**config.mk**
```make
export PLATFORM = sky130hd
export DESIGN_NAME = snes_button_events
export DESIGN_NICKNAME = d
export VERILOG_FILES = /design/src/rtl/snes_pkg.sv /design/src/rtl/snes_evt_fifo.sv /design/src/rtl/snes_button_events.sv
export SDC_FILE = /design/constraint.sdc
export NUM_CORES = 1
export LEC_CHECK = 0
export BUFFER_PORTS_ARGS = -buffer_cell sky130_fd_sc_hd__buf_2
export CAP_MARGIN = 15
export CORE_MARGIN = 10
export CORE_UTILIZATION = 62
export CTS_CLUSTER_DIAMETER = 50
export DETAILED_ROUTE_END_ITERATION = 10
export GPL_TIMING_DRIVEN = 1
export HOLD_SLACK_MARGIN = 0.1
export PLACE_DENSITY = 0.8
export SLEW_MARGIN = 20
export SYNTH_ARGS = -nofsm -noshare
export SYNTH_HDL_FRONTEND = slang
export SYNTH_SLANG_ARGS = --single-unit
```
**constraint.sdc**
```tcl
create_clock -name clk -period 5.5 [get_ports clk]
set_clock_uncertainty 0.15 [all_clocks]
set_input_delay 0.275 -clock clk [delete_from_list [all_inputs] [get_ports clk]]
set_output_delay 0.275 -clock clk [all_outputs]
set_load 0.02 [all_outputs]
```
**src/rtl/snes_pkg.sv**
```systemverilog
// Shared constants and FSM encoding for the SNES button event unit.
package snes_pkg;

  localparam int BTN_B      = 0;
  localparam int BTN_Y      = 1;
  localparam int BTN_SELECT = 2;
  localparam int BTN_START  = 3;
  localparam int BTN_UP     = 4;
  localparam int BTN_DOWN   = 5;
  localparam int BTN_LEFT   = 6;
  localparam int BTN_RIGHT  = 7;
  localparam int BTN_A      = 8;
  localparam int BTN_X      = 9;
  localparam int BTN_L      = 10;
  localparam int BTN_R      = 11;

  localparam int EVT_W      = 5;
  localparam int IDX_W      = 4;
  localparam int WAIT_LIMIT = 8;

  typedef enum logic [2:0] {
    S_IDLE,
    S_REQ,
    S_WAIT,
    S_READ,
    S_FILT,
    S_SCAN
  } fsm_t;

endpackage

```
**src/rtl/snes_evt_fifo.sv**
```systemverilog
// Synchronous event FIFO; push accepted when full if a pop lands in the same cycle.
module snes_evt_fifo #(
  parameter int DEPTH = 8,
  parameter int WIDTH = 5
) (
  input  logic             clk,
  input  logic             rst,
  input  logic             push,
  input  logic [WIDTH-1:0] din,
  input  logic             pop,
  output logic [WIDTH-1:0] dout,
  output logic             full,
  output logic             empty
);

  localparam int AW = $clog2(DEPTH);

  logic [WIDTH-1:0] mem [DEPTH];
  logic [AW-1:0]    wp;
  logic [AW-1:0]    rp;
  logic [AW:0]      cnt;
  logic             do_push;
  logic             do_pop;

  assign empty   = (cnt == '0);
  assign full    = (cnt == (AW+1)'(DEPTH));
  assign do_pop  = pop & ~empty;
  assign do_push = push & (~full | do_pop);
  assign dout    = empty ? '0 : mem[rp];

  always_ff @(posedge clk) begin
    if (do_push) mem[wp] <= din;
  end

  always_ff @(posedge clk or negedge rst) begin
    if (!rst) begin
      wp  <= '0;
      rp  <= '0;
      cnt <= '0;
    end else begin
      if (do_push) wp <= wp + 1'b1;
      if (do_pop)  rp <= rp + 1'b1;
      if (do_push && !do_pop)      cnt <= cnt + 1'b1;
      else if (!do_push && do_pop) cnt <= cnt - 1'b1;
    end
  end

endmodule

```
**src/rtl/snes_button_events.sv**
```systemverilog
// Polls snes_gamepad, debounces the button word and queues press/release events.
module snes_button_events
  import snes_pkg::*;
#(
  parameter int POLL_CYCLES  = 1666667,
  parameter int STABLE_POLLS = 2,
  parameter int EVT_DEPTH    = 8,
  parameter int BUSY_TIMEOUT = 262144
) (
  input  logic             clk,
  input  logic             rst,
  input  logic             enable,
  output logic             pad_rd,
  input  logic             pad_busy,
  input  logic [15:0]      pad_buttons,
  output logic [15:0]      state,
  output logic             evt_valid,
  input  logic             evt_ready,
  output logic [EVT_W-1:0] evt_data,
  output logic             overflow,
  input  logic             ovf_clr,
  output logic             timeout_err
);

  localparam int TW = $clog2(POLL_CYCLES);

  logic [TW-1:0]    timer;
  logic             tick;
  fsm_t             st;
  logic [31:0]      cyc;
  logic [15:0]      sample;
  logic [15:0]      cand;
  logic [15:0]      diff;
  logic [15:0]      nw;
  logic [2:0]       scnt;
  logic [2:0]       ncnt;
  logic [IDX_W-1:0] idx;
  logic             push;
  logic             pop;
  logic             full;
  logic             empty;
  logic             drop;
  logic [EVT_W-1:0] din;

  assign tick = enable && (timer == TW'(POLL_CYCLES - 1));

  always_ff @(posedge clk or negedge rst) begin
    if (!rst)        timer <= '0;
    else if (tick)   timer <= '0;
    else if (enable) timer <= timer + 1'b1;
  end

  assign evt_valid = ~empty;
  assign pop       = evt_valid & evt_ready;
  assign push      = (st == S_SCAN) && diff[idx];
  assign din       = {nw[idx], idx};
  assign drop      = push && full && !pop;

  // Count a repeated sample up to the threshold; any change restarts at 1.
  always_comb begin
    ncnt = 3'd1;
    if (sample == cand)
      ncnt = (scnt == 3'(STABLE_POLLS)) ? scnt : scnt + 3'd1;
  end

  always_ff @(posedge clk or negedge rst) begin
    if (!rst) begin
      st          <= S_IDLE;
      pad_rd      <= 1'b0;
      cyc         <= '0;
      sample      <= '0;
      cand        <= '0;
      diff        <= '0;
      nw          <= '0;
      scnt        <= '0;
      idx         <= '0;
      state       <= '0;
      overflow    <= 1'b0;
      timeout_err <= 1'b0;
    end else begin
      pad_rd <= 1'b0;
      if (ovf_clr) begin
        overflow    <= 1'b0;
        timeout_err <= 1'b0;
      end
      if (drop) overflow <= 1'b1;
      unique case (st)
        S_IDLE: begin
          if (tick) begin
            st     <= S_REQ;
            pad_rd <= 1'b1;
          end
        end
        S_REQ: begin
          st  <= S_WAIT;
          cyc <= '0;
        end
        S_WAIT: begin
          if (pad_busy) begin
            st  <= S_READ;
            cyc <= '0;
          end else if (cyc == 32'(WAIT_LIMIT - 1)) begin
            timeout_err <= 1'b1;
            st          <= S_IDLE;
          end else begin
            cyc <= cyc + 1'b1;
          end
        end
        S_READ: begin
          if (!pad_busy) begin
            sample <= ~pad_buttons;
            st     <= S_FILT;
          end else if (cyc == 32'(BUSY_TIMEOUT - 1)) begin
            timeout_err <= 1'b1;
            st          <= S_IDLE;
          end else begin
            cyc <= cyc + 1'b1;
          end
        end
        S_FILT: begin
          cand <= sample;
          scnt <= ncnt;
          if (ncnt == 3'(STABLE_POLLS) && sample != state) begin
            diff <= sample ^ state;
            nw   <= sample;
            idx  <= '0;
            st   <= S_SCAN;
          end else begin
            st <= S_IDLE;
          end
        end
        S_SCAN: begin
          idx <= idx + 1'b1;
          if (idx == 4'd15) begin
            state <= nw;
            st    <= S_IDLE;
          end
        end
        default: st <= S_IDLE;
      endcase
    end
  end

  snes_evt_fifo #(
    .DEPTH (EVT_DEPTH),
    .WIDTH (EVT_W)
  ) u_fifo (
    .clk   (clk),
    .rst   (rst),
    .push  (push),
    .din   (din),
    .pop   (pop),
    .dout  (evt_data),
    .full  (full),
    .empty (empty)
  );

endmodule
```
=== Word level (Yosys, flattened, before mapping) ===
Memory sizes are Yosys's and may differ from the RTL's.
Cells that the tools add are included.

* Register bits after elaboration: 156
* Memory bits (writable): 40
* Input bits: 22
* Output and inout bits: 25
* Word-level logic and storage cells: 118
* Memories: 1

{| class="wikitable"
|+ Memories
! name !! depth !! width !! rd ports !! clocked after memory_dff !! wr ports !! RTL line !! source
|-
| u_fifo.mem || 8 || 5 || 1 || 0 || 1 || snes_evt_fifo.sv:18 || <nowiki>logic [WIDTH-1:0] mem [DEPTH];</nowiki>
|}

* Add/sub/neg operators: 8
* $lt $le $gt $ge: 1
* Eq/ne operators: 22
* Muxes and demuxes: 38
* Bitwise logic cells: 9
* Reductions and logical operators: 23

{| class="wikitable"
|+ Operator list
! cell !! count
|-
| $mux W32 || 4
|-
| $pmux W32 S3 || 1
|-
| $mux W21 || 2
|-
| $add A32 B1 Y32 const B || 1
|-
| $eq A32 B18 Y1 const B || 1
|-
| $eq A32 B3 Y1 const B || 1
|-
| $mux W3 || 9
|-
| $add A21 B1 Y21 const B || 1
|-
| $eq A21 B21 Y1 const B || 1
|-
| $pmux W3 S6 || 1
|-
| $eq A16 B16 Y1 || 1
|-
| $ne A16 B16 Y1 || 1
|-
| $not A16 Y16 || 1
|-
| $xor A16 B16 Y16 || 1
|-
| $mux W1 || 13
|-
| $eq A3 B2 Y1 const B || 4
|-
| $mux W4 || 3
|-
| $add A3 B1 Y3 const B || 3
|-
| $ne A3 B3 Y1 const B || 3
|-
| $add A4 B1 Y4 const B || 2
|-
| $bmux W1 S4 || 2
|-
| $eq A4 B4 Y1 const B || 2
|-
| $ne A2 B2 Y1 const B || 4
|-
| $pmux W4 S2 || 1
|-
| 18 further kinds || 38
|}

=== Longest topological paths before layout ===
Gate-level depths: netlist (run 1).

* Depth in word-level cells: 10
* Mapped depth: 15
* Gate-level depth less buffers: 13

=== Modules after synthesis ===
A second synthesis (run 1) with hierarchy kept.

* Cell total of the unflattened synthesis: 792
* Area total of the unflattened synthesis: 9394.0 um2

{| class="wikitable"
|+ Modules (own cells, without submodules)
! module !! instances !! cells each !! area an instance (um2) !! sequential area each (um2)
|-
| snes_button_events || 1 || 670 || 7250.7 || 3653.5
|-
| snes_evt_fifo || 1 || 122 || 2143.3 || 1451.4
|}

=== Least setup slack after synthesis (run 1) ===
OpenSTA, ideal clock, no wires.

* Path kind: reg2reg
* Start: register idx[0]
* End: register u_fifo.cnt[3]
* Setup time: 0.125 ns
* Data arrival time: 3.106 ns
* Data required time: 5.225 ns
* Slack: 2.119 ns
* Cell stages (with the launch flop): 16
* Buffers on the path: 2
* Clock period less this slack: 3.381 ns
* Path through: dfrtp_1 buf_6 mux4_1 mux4_2 nand2_1 or2_1 buf_6 inv_4 ha_1 inv_1 ha_1 a21o_1 a21oi_1 xnor2_1 nor2_1 xor2_1

* Word-level cells in the longest chain between the ends: 7
* Elaborated cells on any way between the ends: 9
* Classes of those cells: 3 x mux; 1 x bitwise; 5 x reduce/logical

{| class="wikitable"
|+ RTL lines
! item !! RTL line !! source
|-
| from (decl) || snes_button_events.sv:37 || <nowiki>logic [IDX_W-1:0] idx;</nowiki>
|-
| from (signal assigned) || snes_button_events.sv:133 || <nowiki>idx <= idx + 1'b1;</nowiki>
|-
| $bmux W1 S4 * || snes_button_events.sv:55 || <nowiki>assign push = (st == S_SCAN) && diff[idx];</nowiki>
|-
| $mux W1 (not written as such) * || snes_button_events.sv:55 ||
|-
| $logic_and A1 B1 Y1 * || snes_button_events.sv:55 ||
|-
| $and A1 B1 Y1 * || snes_evt_fifo.sv:28 || <nowiki>assign do_push = push & (~full | do_pop);</nowiki>
|-
| via u_fifo.do_push || snes_evt_fifo.sv:22 || <nowiki>logic do_push;</nowiki>
|-
| $logic_not A1 Y1 || snes_evt_fifo.sv:44 || <nowiki>else if (!do_push && do_pop) cnt <= cnt - 1'b1;</nowiki>
|-
| $logic_and A1 B1 Y1 || snes_evt_fifo.sv:44 ||
|-
| $reduce_bool A2 Y1 (no line) || - ||
|-
| to (signal assigned) || snes_evt_fifo.sv:43 || <nowiki>if (do_push && !do_pop) cnt <= cnt + 1'b1;</nowiki>
|-
| to (signal assigned) || snes_evt_fifo.sv:44 ||
|-
| to (decl) || snes_evt_fifo.sv:21 || <nowiki>logic [AW:0] cnt;</nowiki>
|}

Mark *: on every way through the listed nets, which the timed path passes. The rest lies on a longest branch. The select of a mux whose other input is x is not followed.
A chain may end at the register's enable or synchronous reset.

=== Worst setup path in the final report (run 1) ===
Same ends and word-level chain as after synthesis.

==> flow_summary_export.csv, run 1 <==
group,metric,value,unit
outcome,outcome,"finished clean",
timing,worst_pin_slew,1.13,ns
route,drc_errors,0,
floorplanning,fp.dieArea,20600,um^2
worst_setup_path,critical-path-top-cell-by-count,"sky130_fd_sc_hd__ha_1",
timing,accumulated_negative_setup_slack,0,ns
clock_tree,cts.repair.resized,0,
final_layout,fin_util,70.1,%
global_route,first_global_vias,6539,
yosys,syn-mean-instance-area,12.0,um^2
timing,report.final.hold_viol_count,0,
route,drtAntennaViolNets,0,
final_layout,num_antenna_cells,0,
worst_setup_path,setup.worst_path.end_class,"flip-flop",
floorplanning,top_level_ports,47,
power,p_leak,4.57,nW
clock_tree,cts.hold.buffers_added,20,
floorplanning,initial_utilization,62.8,%
floorplanning,die_x,143,um
timing,grt_setup_unrepaired,"false",
clock_tree,clock_sink_count,196,
power,irDropWorstVdd,0.381,mV
clock_tree,root_buffer_cell,"sky130_fd_sc_hd__clkbuf_16",
clock_tree,clk-insertion-delay-late,0.44,ns
clock_tree,cts_tree,"built",
route,drt_iter0_markers,612,
run,drv.max_cap_violation_count,0,
timing,max_slew_margin,25.0,%
worst_setup_path,timing.critical_path.cells,"mux4_1, mux4_2, nand2_1, or2_1, inv_4, ha_1, inv_1, ha_1, a21o_1, a21oi_1, xnor2_1, nor2_1, xor2_1",
route,avgRoutedWirePerCell,19.5,um
yosys,postSynthRegisterBits,196,
worst_hold_path,hold_path.class,"input pin to flip-flop",
final_layout,drive_above_1_share,20.6,%
placement,place.port_buffers,46,
yosys,syn_area,9430,um^2
final_layout,area.growth.synth_to_final,11.6,%
placement,gpl.final_weighted_congestion,0.852,
clock_tree,clk_pin_slew,0.07,ns
worst_setup_path,worst_ep_arrival_time,4.11,ns
yosys,syn_inst,784,
timing,timing.final.crit_share,71.5,%
clock_tree,clock_buffer_count_from_cts,17,
worst_setup_path,startpoint_type,"flip-flop",
yosys,synthesis.yosys.warnings,0,
floorplanning,core_area,15000,um^2
route,vias,6481,
yosys,synthDistinctLibCells,55,
clock_tree,clockBufferDepth,2,
timing,timing.final.crit_period,3.93,ns
floorplanning,die-height,143,um
timing,number_of_endpoints_failing_setup_at_the_final_stage,0,
yosys,syn-num-nets,818,
clock_tree,post-cts-setup-buffer-count,0,
route,route.detailed.vias_per_inst,6.28,
worst_setup_path,critPathRequiredTime,5.67,ns
yosys,yosysSeqAreaShare,54.1,%
worst_setup_path,timing.critical_path.buf_inv,2,
global_route,globalRoute.totalOverflow,0,
global_route,grt_first_pass_wirelength,33400,um
global_route,grt_max_degree,104,
timing,timing.final.max_slew_violations,0,
final_layout,num-nets-final,865,
timing,whs,0.179,ns
worst_setup_path,critical_path.max_fanout,19,
global_route,initial_antenna_violation_count,0,
route,detailedRoute.firstPassIterationCount,5,
worst_setup_path,critical_path_start_end_classification,"flip-flop to flip-flop",
placement,hpwlAfterDp,13400,um
floorplanning,placement_rows,45,
worst_setup_path,crit_slowest_cell,"sky130_fd_sc_hd__dfrtp_1",
worst_setup_path,crit_path_max_incr_delay,0.84,ns
timing,fmax,0.254,GHz
power,cellPowerDensity,417,nW/um^2
route,route.final.wire_length,20100,um
clock_tree,cts_htree_levels,4,
worst_setup_path,critical_path.top_delay_family,"multiplexers",
global_route,grtUsageTotal,20.5,%
[report_power, final]
| part | switching (mW) | internal [mW] |
|---|---|---|
| logic | 0.635 | 0.513 |
| registers | 0.335 | 1.68 |
| clock network | 0.552 | 0.671 |
| total | 1.52 | 2.87 |
[cells by family after synthesis]
kind of cell               after synthesis  synth area share (%)
and+or+nand+nor                        229                  13.0
DFF                                    196                  54.1
AOI/OAI and AO/OA                      140                  9.52
muxes                                   92                  13.5
buffers and inverters                   58                  2.96
xor gates and xnor gates                57                  5.29
adders and majority gates               12                  1.67
[metal layers]
layer | GRT usage, % | vias to the layer above | routed length (um)
li1 | - | 2999 | -
met1 | 26.6 | 3255 | 8820
met2 | 33.8 | 197 | 10000
met3 | 4.65 | 30 | 1010
met4 | 5.91 | 0 | 286
met5 | 0 | - | 0
[cells in the final DEF (no fill, tap or decap), types with 4 or more instances in the layout]
cell type	instances
sky130_fd_sc_hd__inv_6	4
sky130_fd_sc_hd__a21oi_1	33
sky130_fd_sc_hd__o21ai_0	21
sky130_fd_sc_hd__and4_1	5
sky130_fd_sc_hd__xor2_1	25
sky130_fd_sc_hd__nor2_1	56
sky130_fd_sc_hd__nand3_1	25
sky130_fd_sc_hd__a31oi_1	10
sky130_fd_sc_hd__dfrtp_1	156
sky130_fd_sc_hd__mux4_2	15
sky130_fd_sc_hd__nand4_1	17
sky130_fd_sc_hd__o31ai_1	53
sky130_fd_sc_hd__mux2i_1	6
sky130_fd_sc_hd__o21ai_1	6
sky130_fd_sc_hd__nor4b_1	5
sky130_fd_sc_hd__mux2_2	66
sky130_fd_sc_hd__buf_4	5
sky130_fd_sc_hd__clkbuf_16	18
sky130_fd_sc_hd__and3_1	16
sky130_fd_sc_hd__nor4_1	16
sky130_fd_sc_hd__and2_1	5
sky130_fd_sc_hd__xnor2_1	32
sky130_fd_sc_hd__inv_1	14
sky130_fd_sc_hd__nor3b_1	4
sky130_fd_sc_hd__nand2_1	44
sky130_fd_sc_hd__nor3_1	9
sky130_fd_sc_hd__ha_1	11
sky130_fd_sc_hd__edfxtp_1	40
sky130_fd_sc_hd__mux4_1	5
sky130_fd_sc_hd__nand2b_1	8
sky130_fd_sc_hd__buf_2	45
sky130_fd_sc_hd__dlygate4sd3_1	20
[synthesized netlist by cell type, drive strengths merged]
cell type,instances,share of area (%)
a211o,2,0.19
a21o,2,0.16
a21oi,33,1.8
a22o,1,0.093
a31oi,10,0.66
a41oi,2,0.19
and2,5,0.33
and3,16,1.1
and4,5,0.46
buf,20,1.4
clkbuf,23,0.93
dfrtp,156,41
edfxtp,40,13
fa,1,0.21
ha,11,1.5
inv,15,0.62
mux2,66,7.9
mux2i,6,0.64
mux4,20,5.0
nand2,45,1.9
nand2b,8,0.53
nand3,26,1.4
nand3b,3,0.24
nand4,17,1.1
nand4b,1,0.093
nor2,58,2.4
nor2b,1,0.066
nor3,9,0.48
nor3b,5,0.40
nor4,19,1.6
nor4b,6,0.56
o21a,1,0.080
o21ai,27,1.4
o21ba,1,0.11
o21bai,1,0.080
o22ai,3,0.20
o31a,1,0.093
o31ai,53,4.2
o41ai,3,0.28
or2,2,0.13
or3,2,0.13
or4,1,0.080
xnor2,32,3.0
xor2,25,2.3
[stage by stage]
stage | instances | instance area [um^2] | setup WS (ns) | power, mW
finish | 1032 | 10500 | 1.57 | 4.39
global route | 1032 | 10500 | 1.35 | 4.63
CTS | 1032 | 10500 | 1.59 | 4.40
detailed placement | 980 | 9740 | 1.60 | 3.15
global placement | 980 | 9730 | 1.71 | 3.07
floorplan | 784 | 9430 | 2.12 | 2.84
[area by class of cell]
type                       instances  area (um^2)
fill                            1042         4500
sequential                       196         5100
multi-input combinational        530         4080
tap                              188          235
timing repair buffer              71          474
inverter                          15         58.8
clock inverter                    12          115
clock buffer                      20          468
[path summary, 6_finish.rpt]
kind | from | end | slack [ns] | cells past startpoint
max | idx[0]$_DFFE_PN0P_ | u_fifo.cnt[3]$_DFFE_PN0P_ | 1.57 | 13
min reg2reg | timer[11]$_DFFE_PN0P_ | timer[11]$_DFFE_PN0P_ | 0.35 | 1
min | pad_busy | timeout_err$_DFF_PN0_ | 0.18 | 3
max reg2reg | idx[0]$_DFFE_PN0P_ | u_fifo.cnt[3]$_DFFE_PN0P_ | 1.57 | 13
max in group asynchronous | rst | cyc[31]$_DFFE_PN0P_ | 3.64 | 3
min in group asynchronous | rst | timer[11]$_DFFE_PN0P_ | 0.33 | 2
[flip-flops by register name, indices dropped and copies added, names as in the netlist]
register	count
timeout_err	1
timer	21
scnt	3
diff	16
cand	16
cyc	32
state	16
pad_rd	1
u_fifo.cnt	4
nw	16
u_fifo.mem	40
idx	4
sample	16
u_fifo.rp	3
st	3
u_fifo.wp	3
overflow	1
[worst reg2reg max path: cells and delay by family (launching register included)]
kind | cells | cell delay, ns
fa+ha+maj | 2 | 0.46
buf+inv | 2 | 0.22
flops | 1 | 0.84
compound gates | 2 | 0.36
simple gates | 3 | 0.43
mux | 2 | 1.11
xor+xnor | 2 | 0.27
(Power assumes the default switching activity.)
==> run 2, diff against run 1 <==
- CORE_UTILIZATION: 62 -> 61
- PLACE_DENSITY: 0.8 -> 0.79
- clock period: 5.5 -> 4 ns (I/O delays scaled with it)
==> run 2 against run 1 <==
Compared with the run above: routed wire length is 1.7% higher; sequential power increased by 36%; combinational power grew 43%; via count up 0.76%; global-route usage up 0.37 points; worst setup slack got worse by 1.2 ns; core utilization shrank 0.36 points; total power up 38%; sequential share of layout area fell by 0.28 points; first-iteration DRC count is 4.6% lower; cell area is 0.61% higher; non-clock buffer count increased by 11; critical endpoint unchanged.
==> flow_summary_export.csv, run 2 (same netlist as run 1, synthesis figures left out) <==
group,metric,value,unit
worst_setup_path,critical-path-top-cell-by-count,"sky130_fd_sc_hd__ha_1",
worst_setup_path,worst_ep_arrival_time,3.82,ns
route,drc_errors,0,
floorplanning,placement_rows,45,
worst_setup_path,reg2reg_from,"idx[0]$_DFFE_PN0P_",
route,route.final.wire_length,20500,um
route,avgRoutedWirePerCell,19.6,um
worst_setup_path,setup.reg_to_reg.worst_slack,0.34,ns
timing,timing.final.crit_period,3.66,ns
clock_tree,cts_htree_levels,4,
worst_setup_path,crit_slowest_cell,"sky130_fd_sc_hd__mux4_1",
timing,timing.final.max_slew_violations,0,
worst_setup_path,crit_path_start,"idx[0]$_DFFE_PN0P_",
run,drv.max_cap_violation_count,0,
placement,placement.cell_area,9810,um^2
timing,timing.final.crit_share,91.4,%
outcome,outcome,"finished clean",
placement,placedCellCount,990,
final_layout,layoutNonFillerInstCount,1042,
route,vias,6530,
worst_setup_path,crit_path_max_incr_delay,0.59,ns
worst_setup_path,depth_of_the_worst_register_to_register_path,13,
worst_setup_path,reg2reg_capture_point,"u_fifo.cnt[3]$_DFFE_PN0P_",
global_route,first_global_vias,6796,
clock_tree,clock_buffer_count_from_cts,17,
global_route,initial_antenna_violation_count,0,
global_route,grt_use_met1,26.1,%
floorplanning,die-height,144,um
final_layout,sequential_cell_area,5110,um^2
final_layout,register_containing_the_most_flip_flops_in_the_final_layout,"u_fifo.mem",
route,drtAntennaViolNets,0,
clock_tree,clockBufferDepth,2,
final_layout,drive_above_1_share,21.4,%
timing,fin_ws,0.343,ns
route,drt_iter0_markers,584,
clock_tree,root_buffer_cell,"sky130_fd_sc_hd__clkbuf_16",
floorplanning,fp.dieArea,20800,um^2
global_route,gr-usage-met2,35.1,%
placement,hpwlAfterDp,13800,um
power,cellPowerDensity,570,nW/um^2
global_route,globalRoute.totalOverflow,0,
timing,fmax,0.273,GHz
clock_tree,clk-insertion-delay-late,0.44,ns
final_layout,final.fill_count,1027,
timing,accumulated_negative_setup_slack,0,ns
timing,number_of_endpoints_failing_setup_at_the_final_stage,0,
worst_setup_path,timing.critical_path.cells,"mux4_1, mux4_2, nand2_1, or2_1, inv_4, ha_1, inv_1, ha_1, a21o_1, a21oi_1, xnor2_1, nor2_1, xor2_1",
placement,gpl.final_weighted_congestion,0.859,
power,p_leak,4.62,nW
worst_setup_path,setup.worst_path.end_class,"flip-flop",
placement,place_worst_setup_slack,0.210,ns
worst_hold_path,hold_path.class,"input pin to flip-flop",
worst_setup_path,critPathRequiredTime,4.16,ns
final_layout,num-nets-final,876,
placement,place.port_buffers,46,
worst_setup_path,critical_path_depth,13,
worst_setup_path,setup_crit_end,"u_fifo.cnt[3]$_DFFE_PN0P_",
clock_tree,post-cts-setup-buffer-count,0,
route,detailedRoute.firstPassIterationCount,6,
timing,report.final.hold_viol_count,0,
global_route,grt.busiest_layer,"met2",
final_layout,layout_common_cells,"155 x sky130_fd_sc_hd__dfrtp_1, 66 x sky130_fd_sc_hd__mux2_2, 56 x sky130_fd_sc_hd__nor2_1",
worst_setup_path,critical_path.top_delay_family,"multiplexers",
global_route,groute.layer.met3.usage,4.89,%
worst_setup_path,startpoint_type,"flip-flop",
timing,max_slew_margin,26.3,%
global_route,grt_max_degree,105,
final_layout,num_antenna_cells,0,
timing,grt_setup_unrepaired,"false",
final_layout,fin_util,69.7,%
floorplanning,core_area,15200,um^2
final_layout,final_area,10600,um^2
worst_setup_path,timing.critical_path.buf_inv,2,
route,route.detailed.vias_per_inst,6.27,
worst_setup_path,critical_path.max_fanout,9,
global_route,grt_first_pass_wirelength,34300,um
final_layout,top_regs,"u_fifo.mem x40, cyc x32, timer x21",
floorplanning,initial_utilization,62.1,%
clock_tree,clock_sink_count,196,
global_route,grtUsageTotal,20.8,%
worst_setup_path,critical_path_start_end_classification,"flip-flop to flip-flop",
floorplanning,die_x,144,um
floorplanning,top_level_ports,47,
clock_tree,clk_pin_slew,0.07,ns
clock_tree,cts_tree,"built",
timing,worst_pin_slew,1.09,ns
final_layout,largest_register_ff_count,40,
final_layout,final_common_cell,"sky130_fd_sc_hd__dfrtp_1",
final_layout,area.growth.synth_to_final,12.3,%
final_layout,multi_input_comb_area,4070,um^2
power,irDropWorstVdd,0.555,mV
## run 2: worst min-delay path by stage
stage / from / endpoint / slack [ns] / cells after the start
finish: pad_busy / cyc[1]$_DFFE_PN0P_ / 0.13 / 4
global route: pad_busy / cyc[1]$_DFFE_PN0P_ / 0.15 / 4
CTS: pad_busy / cyc[1]$_DFFE_PN0P_ / 0.13 / 4
detailed placement: pad_buttons[7] / sample[7]$_DFFE_PN0P_ / 0.22 / 2
global placement: rst / cyc[15]$_DFFE_PN0P_ / 0.22 / 1
floorplan: rst / cand[0]$_DFFE_PN0P_ / -0.25 / 0
## run 2: area by class of cell
type                       instances  share of cell area (%)
multi-input combinational        530                    38.4
clock buffer                      21                    4.44
tap                              188                    2.22
inverter                          15                   0.555
timing repair buffer              82                    5.28
clock inverter                    10                   0.909
sequential                       196                    48.2
## run 2: through the flow
stage | total power [mW] | hold slack [ns]
2_1_floorplan | 3.91 | -0.246
3_3_place_gp | 4.27 | 0.218
3_5_place_dp | 4.37 | 0.222
4_1_cts | 6.05 | 0.130
5_1_grt | 6.39 | 0.151
6_report | 6.04 | 0.130
## run 2: per-layer routing
| metal | wire length [um] | share of wire [%] |
|---|---|---|
| met4 | 274 | 1.3 |
| met3 | 1090 | 5.3 |
| met2 | 10400 | 51 |
| met5 | 0 | 0 |
| met1 | 8650 | 42 |
## run 2: where the power goes
group / internal, mW / total (mW) / switching [mW]
sequential: 2.32 / 2.75 / 0.432
combinational: 0.731 / 1.64 / 0.913
clock: 0.908 / 1.65 / 0.742
total: 3.96 / 6.04 / 2.09
## run 2: worst min-delay path: cells and delay by family
family / cells / cell delay (ns)
compound gates: 2 / 0.22
buf+inv: 1 / 0.15
simple gates: 1 / 0.09
## run 2: repair_timing
| item | CTS | global route |
|---|---|---|
| hold buffers | 21 | 0 |
| resized for setup | 0 | 1 |
| setup endpoints to repair | 0 | 1 |
| hold endpoints to repair | 128 | 0 |
